**src/rtl/video_pkg.sv**
```systemverilog
// Shared definitions for the video pattern generator: pattern encodings,
// the colour-bar table and 1280x720p60 timing constants.
package video_pkg;

    typedef enum logic [1:0] {
        PAT_BARS  = 2'd0,
        PAT_GRAD  = 2'd1,
        PAT_CHECK = 2'd2,
        PAT_MOVE  = 2'd3
    } pattern_e;

    localparam logic [23:0] RGB_WHITE = 24'hFF_FFFF;
    localparam logic [23:0] RGB_BLACK = 24'h00_0000;

    // Classic bar order, full-scale levels only: index 0 is the leftmost bar.
    localparam logic [23:0] BAR_COLORS [8] = '{
        24'hFFFFFF, 24'hFFFF00, 24'h00FFFF, 24'h00FF00,
        24'hFF00FF, 24'hFF0000, 24'h0000FF, 24'h000000
    };

    localparam int H_TOTAL_720P     = 1650;
    localparam int H_ACT_START_720P = 260;
    localparam int H_ACTIVE_720P    = 1280;
    localparam int V_TOTAL_720P     = 750;
    localparam int V_ACT_START_720P = 25;
    localparam int V_ACTIVE_720P    = 720;

    localparam int MOVING_BAR_W     = 16;

endpackage

```
**src/rtl/pattern_color_lut.sv**
```systemverilog
// Combinational colour-bar lookup shared by the static and moving-bar patterns.
module pattern_color_lut
    import video_pkg::*;
(
    input  logic [2:0]  bar_idx,
    output logic [23:0] color
);

    assign color = BAR_COLORS[bar_idx];

endmodule

```
**src/rtl/video_pattern_gen.sv**
```systemverilog
// Two-stage test-pattern renderer: decodes the active window from the pixel
// counters and emits RGB, data-enable and delayed syncs, all cycle-aligned.
module video_pattern_gen
    import video_pkg::*;
#(
    parameter int H_ACT_START = H_ACT_START_720P,
    parameter int H_ACTIVE    = H_ACTIVE_720P,
    parameter int V_ACT_START = V_ACT_START_720P,
    parameter int V_ACTIVE    = V_ACTIVE_720P,
    parameter int BAR_STEP    = 4
) (
    input  logic        pixel_clk,
    input  logic        rst_n,
    input  logic [11:0] h_count,
    input  logic [11:0] v_count,
    input  logic        hsync_in,
    input  logic        vsync_in,
    input  logic        frame_start,
    input  logic [1:0]  mode_sel,
    output logic [23:0] rgb,
    output logic        de,
    output logic        hsync_out,
    output logic        vsync_out
);

    localparam int BAR_W = H_ACTIVE / 8;
    localparam int COL_W = (BAR_W > 1) ? $clog2(BAR_W) : 1;

    localparam logic [11:0]      H_START  = 12'(H_ACT_START);
    localparam logic [11:0]      H_STOP   = 12'(H_ACT_START + H_ACTIVE);
    localparam logic [11:0]      V_START  = 12'(V_ACT_START);
    localparam logic [11:0]      V_STOP   = 12'(V_ACT_START + V_ACTIVE);
    localparam logic [COL_W-1:0] COL_LAST = COL_W'(BAR_W - 1);

    logic             in_active;
    logic [10:0]      x_next;

    logic             s1_active;
    logic [10:0]      s1_x;
    logic             s1_y_tile;
    logic             s1_hsync;
    logic             s1_vsync;
    logic [2:0]       bar_idx;
    logic [COL_W-1:0] bar_col;

    pattern_e         mode_q;
    logic [10:0]      bar_pos;
    logic [11:0]      bar_sum;
    logic [11:0]      bar_end;
    logic             on_bar;
    logic [23:0]      lut_color;
    logic [23:0]      pixel;

    assign in_active = (h_count >= H_START) && (h_count < H_STOP) &&
                       (v_count >= V_START) && (v_count < V_STOP);
    assign x_next    = h_count[10:0] - H_START[10:0];
    assign bar_sum   = {1'b0, bar_pos} + 12'(BAR_STEP);

    // Stage 1: window decode, local coordinates, bar counters and sync delay.
    // The bar counters hold the index of the pixel currently in this stage.
    // NOTE: every register here uses <=, so all stage-1 values update together on the edge.
    always_ff @(posedge pixel_clk or negedge rst_n) begin
        if (!rst_n) begin
            s1_active <= 1'b0;
            s1_x      <= '0;
            s1_y_tile <= 1'b0;
            s1_hsync  <= 1'b0;
            s1_vsync  <= 1'b0;
            bar_idx   <= '0;
            bar_col   <= '0;
        end else begin
            s1_active <= in_active;
            s1_x      <= x_next;
            s1_y_tile <= 1'((v_count[5:0] - V_START[5:0]) >> 5);
            s1_hsync  <= hsync_in;
            s1_vsync  <= vsync_in;
            if (in_active) begin
                if (x_next == '0) begin
                    bar_col <= '0;
                    bar_idx <= '0;
                end else if (bar_col == COL_LAST) begin
                    bar_col <= '0;
                    bar_idx <= bar_idx + 3'd1;
                end else begin
                    bar_col <= bar_col + COL_W'(1);
                end
            end
        end
    end

    // Mode and bar position change only on frame_start, so a frame never tears.
    always_ff @(posedge pixel_clk or negedge rst_n) begin
        if (!rst_n) begin
            mode_q  <= PAT_BARS;
            bar_pos <= '0;
        end else if (frame_start) begin
            mode_q  <= pattern_e'(mode_sel);
            bar_pos <= (bar_sum >= 12'(H_ACTIVE)) ? '0 : bar_sum[10:0];
        end
    end

    pattern_color_lut u_lut (
        .bar_idx (bar_idx),
        .color   (lut_color)
    );

    assign bar_end = {1'b0, bar_pos} + 12'(MOVING_BAR_W);
    assign on_bar  = (s1_x >= bar_pos) && ({1'b0, s1_x} < bar_end);

    // NOTE: pixel gets a default before the case so no latch is inferred.
    always_comb begin
        pixel = RGB_BLACK;
        case (mode_q)
            PAT_BARS:  pixel = lut_color;
            PAT_GRAD:  pixel = {3{s1_x[7:0]}};
            PAT_CHECK: pixel = (s1_x[5] ^ s1_y_tile) ? RGB_WHITE : RGB_BLACK;
            PAT_MOVE:  pixel = on_bar ? RGB_WHITE : lut_color;
            default:   pixel = RGB_BLACK;
        endcase
        if (!s1_active) begin
            pixel = RGB_BLACK;
        end
    end

    // Stage 2: registered outputs.
    always_ff @(posedge pixel_clk or negedge rst_n) begin
        if (!rst_n) begin
            rgb       <= '0;
            de        <= 1'b0;
            hsync_out <= 1'b0;
            vsync_out <= 1'b0;
        end else begin
            rgb       <= pixel;
            de        <= s1_active;
            hsync_out <= s1_hsync;
            vsync_out <= s1_vsync;
        end
    end

endmodule

```
**config.mk**
```make
export PLATFORM = sky130hd
export DESIGN_NAME = video_pattern_gen
export DESIGN_NICKNAME = d
export VERILOG_FILES = /design/src/rtl/video_pkg.sv /design/src/rtl/pattern_color_lut.sv /design/src/rtl/video_pattern_gen.sv
export SDC_FILE = /design/constraint.sdc
export NUM_CORES = 1
export LEC_CHECK = 0
export BUFFER_PORTS_ARGS = -buffer_cell sky130_fd_sc_hd__buf_2
export CORE_ASPECT_RATIO = 0.9
export CORE_UTILIZATION = 30
export CTS_CLUSTER_SIZE = 24
export DETAILED_ROUTE_END_ITERATION = 10
export SLEW_MARGIN = 30
export SYNTH_ARGS = -nofsm -noshare
export SYNTH_HDL_FRONTEND = slang
export SYNTH_SLANG_ARGS = --single-unit
export TNS_END_PERCENT = 30
```
**constraint.sdc**
```tcl
create_clock -name pixel_clk -period 2.35 [get_ports pixel_clk]
set_input_delay 0.1175 -clock pixel_clk [delete_from_list [all_inputs] [get_ports pixel_clk]]
set_output_delay 0.1175 -clock pixel_clk [all_outputs]
set_load 0.01 [all_outputs]
```
==> key figures <==
Worst setup path
  • R2R Path End: rgb[15]
  • CP Buf/Inv Count: 2
  • Top Family by Delay on Critical Path: compound AO/OA/AOI/OAI gates
  • CP Launch Type: flop
  • CP cell instances: ha_4, inv_1, ha_1, a21o_1, a21oi_2, o31ai_2, a2111oi_2, o22ai_2, buf_6, nand2_2
  • R2R Path Start: bar_pos[5]
  • Setup slack, reg-to-reg: -0.01 ns
  • Critical path capture point: rgb[15]
  • CP arrival: between 2 and 3 ns
  • Critical path class: flop to flop
  • CP max FO: 6
  • CP required: between 2 and 3 ns
  • Critical path startpoint: bar_pos[5]
  • Worst path slowest cell: dfrtp_2
  • CP peak stage delay: roughly 0.45 ns
  • Worst path depth: 10
  • Setup crit end kind: flop
  • FF-to-FF path depth: 10

Logic synthesis
  • Register area share after synthesis: 0.457
  • Post-Syn Nets: 426
  • Synth area leaders: dfrtp_1 (46%), ha_1 (7.9%), nor2_1 (6.0%), nand2_1 (4.2%), a21oi_1 (2.6%)
  • Synth cell types: 55
  • Yosys Warn Count: 0
  • FFs w/ async S/R, synth: 1.00
  • Number of flops mapped to enable cells by yosys: 0
  • Syn_area_per_cell: roughly 9.4 um^2
  • Synth area leader: dfrtp_1
  • Synth Flop Type: dfrtp_1
  • #FFs+latches synth: 64
  • Yosys top cell area share: 0.457
  • Post-Syn Instances: 373
  • Mapped cell area: approximately 3500 um^2

Layout
  • # nets final: 507
  • Diodes inserted: 0
  • Share of cells above drive strength 1: 0.283
  • Fin cells: 615
  • Commonest non-fill, non-tap cell in the layout: dfrtp_1
  • FILL cells: around 1100
  • P&R area growth vs syn: 29.9%
  • Commonest cells after routing, fill and taps aside: dfrtp_1 (62), nor2_1 (56), buf_2 (56)

Power
  • Switching part of the total: 0.308
  • Psw: around 1.1 mW
  • Clock Power Share: 0.360
  • Pwr dens: 809 nW/um^2
  • Combinational Power Share: 0.278
  • Leak: 2.31 nW
  • Internal Power: ~2.5 mW
  • Peak VDD IR: 349 uV
  • Sequential group share of total power: 0.362

Timing
  • Worst-Margin Slew: approximately 0.58 ns
  • Unrepaired setup endpoints after global routing: true
  • Fin crit period: between 2 and 2.5 ns
  • Final hold viol count: 0
  • Final worst path period share: 1.01
  • # setup viols final: 7
  • Max Clock Freq: between 400 and 500 MHz
  • Clock skew: approximately 0.0066 ns
  • Slew Limit Headroom: 0.611
  • Setup ws final: -0.0121 ns
  • Slew Limit Fails: 0
  • Hold slack: 0.0148 ns

Die
  • Die Area: ~12000 um^2
  • Row count: 37
  • Die extent in y: approximately 100 um
  • Io pins: 58
  • Core Area: around 11000 um^2
  • Die W: roughly 120 um
  • Initial core utilization: 0.308

Global routing
  • Initial antenna violation count: 0
  • Total grt overflow: 0
  • First-pass GRT wire length: ~13 mm
  • Largest net degree at the start of global routing: 38
  • Vias in the first global route: between 2000 and 3000
  • GRT Total Usage: 0.142

Route
  • WL met2: about 3.6 mm
  • Wire per inst: about 13 um
  • Vias/cell: between 4 and 5
  • # DRC: 0
  • Total Wirelength: roughly 8 mm
  • TritonRoute pass-1 iters: 4
  • Post-DRT Antenna Nets: 0
  • DRC marker count from the first detailed-route iteration: 185
  • Met3 WL post-DR: 294 um
  • DR vias: approximately 2900
  • Top routing layer in use: met4
  • M1 WL: 3.97 mm

Placement
  • Place WS: -0.0483 ns
  • I/O Buffers: 57
  • Post-DP HPWL: roughly 5.9 mm
  • Placed cell count: 590
  • Gpl congestion: between 0.8 and 0.9

Clocking
  • Root buf cell: clkbuf_16
  • Cts bufs inserted: 9
  • CTS tree: built
  • H-tree depth: 3
  • CTS sink cnt: 64
  • Latest clock arrival within the worst-skew pair: 0.33 ns
  • Clk slew on worst S/H paths: about 0.05 ns
  • CTS max path bufs: 2

Worst hold path
  • Hold crit path type: primary input to flop

Outcome
  • Status: complete, but fails checks
  • Failing checks: setup timing

Flow run
  • Max-Cap Viols: 0
cells by family after synthesis:
logic type | count (synthesis) | synth area share
adder cells (fa/ha/maj) | 22 | 0.0785
AND/OR/NAND/NOR | 158 | 0.225
buffers and inverters | 32 | 0.0364
AO/OA/AOI/OAI | 83 | 0.164
flip-flops | 64 | 0.457
XOR/XNOR | 11 | 0.0296
multiplexers | 3 | 0.00928
area by class of cell:
type                            instances  area [um^2]  area share
Timing Repair Buffer                   83          527       0.116
Multi-Input combinational cell        277         1850       0.407
Inverter                               19         71.3      0.0157
Clock inverter                          7         78.8      0.0173
Tap cell                              156          195      0.0429
Clock buffer                            9          225      0.0495
Sequential cell                        64         1600       0.352
power groups by stage:
stage / clock, mW / sequential [mW] / combinational, mW
after floorplan: 0 / 1.32 / 0.618
final: 1.33 / 1.33 / 1.02
after CTS: 1.37 / 1.33 / 0.929
after detailed placement: 0 / 1.35 / 0.904
after global placement: 0 / 1.34 / 0.881
after global routing: 1.42 / 1.35 / 1.16
routing by layer:
| metal | vias to the layer above | GRT usage |
|---|---|---|
| met1 | 1340 | 0.202 |
| li1 | 1464 | - |
| met3 | 12 | 0.0273 |
| met2 | 79 | 0.207 |
| met4 | 0 | 0.0623 |
| met5 | - | 0 |
per-stage QoR:
stage	TNS, ns	utilization	total power, mW	cell area (um^2)
2_1_floorplan	0	-	1.93	3530
3_3_place_gp	-0.000997	0.358	2.22	4080
3_5_place_dp	-0.669	0.358	2.25	4080
4_1_cts	0	0.390	3.62	4440
5_1_grt	-3.42	0.400	3.92	4550
6_report	-0.0373	0.400	3.69	4550
what timing repair did:
action,CTS,global route
resized for setup,3,28
pin swaps,1,6
endpoints found under the hold margin,39,0
cloned,0,3
hold buffers,5,0
buffers inserted,0,1
setup endpoints to repair,24,24
state kept, by name (all words and copies together) (netlist names):
name / flops
bar_col: 8
bar_idx: 3
bar_pos: 9
de: 1
hsync_out: 1
mode_q: 2
rgb: 24
s1_active: 1
s1_hsync: 1
s1_vsync: 1
s1_x: 11
s1_y_tile: 1
vsync_out: 1
how the worst min path moves through the flow:
| stage | end | from | slack, ns | cells past startpoint |
|---|---|---|---|---|
| global route | mode_q[0] | mode_sel[0] | 0.02 | 2 |
| finish | s1_x[2] | h_count[2] | 0.01 | 2 |
| floorplan | bar_col[0] | rst_n | -0.18 | 0 |
| CTS | s1_x[2] | h_count[2] | 0.007 | 2 |
| detailed placement | s1_vsync | vsync_in | 0.23 | 1 |
| global placement | s1_vsync | vsync_in | 0.23 | 1 |
synth_stat cells (all sizes together) (2+ instances only):
| library cell | instances |
|---|---|
| o211ai | 3 |
| nor3b | 4 |
| nand4 | 3 |
| xnor2 | 5 |
| xor2 | 6 |
| clkbuf | 12 |
| a2111oi | 2 |
| nor2 | 56 |
| o32ai | 2 |
| and2 | 2 |
| a21oi | 18 |
| o22ai | 6 |
| o21ai | 20 |
| a21boi | 2 |
| nor4 | 2 |
| and4 | 4 |
| o31ai | 5 |
| o21bai | 2 |
| nand3b | 3 |
| a22o | 9 |
| nand3 | 11 |
| o21a | 4 |
| clkinv | 2 |
| ha | 22 |
| nor3 | 4 |
| mux2 | 2 |
| nand2 | 39 |
| dfrtp | 64 |
| inv | 17 |
| nor2b | 15 |
| a21o | 6 |
| and3 | 7 |
| or2 | 2 |
| or4 | 2 |
No activity file was read; power rests on OpenSTA's default activity.
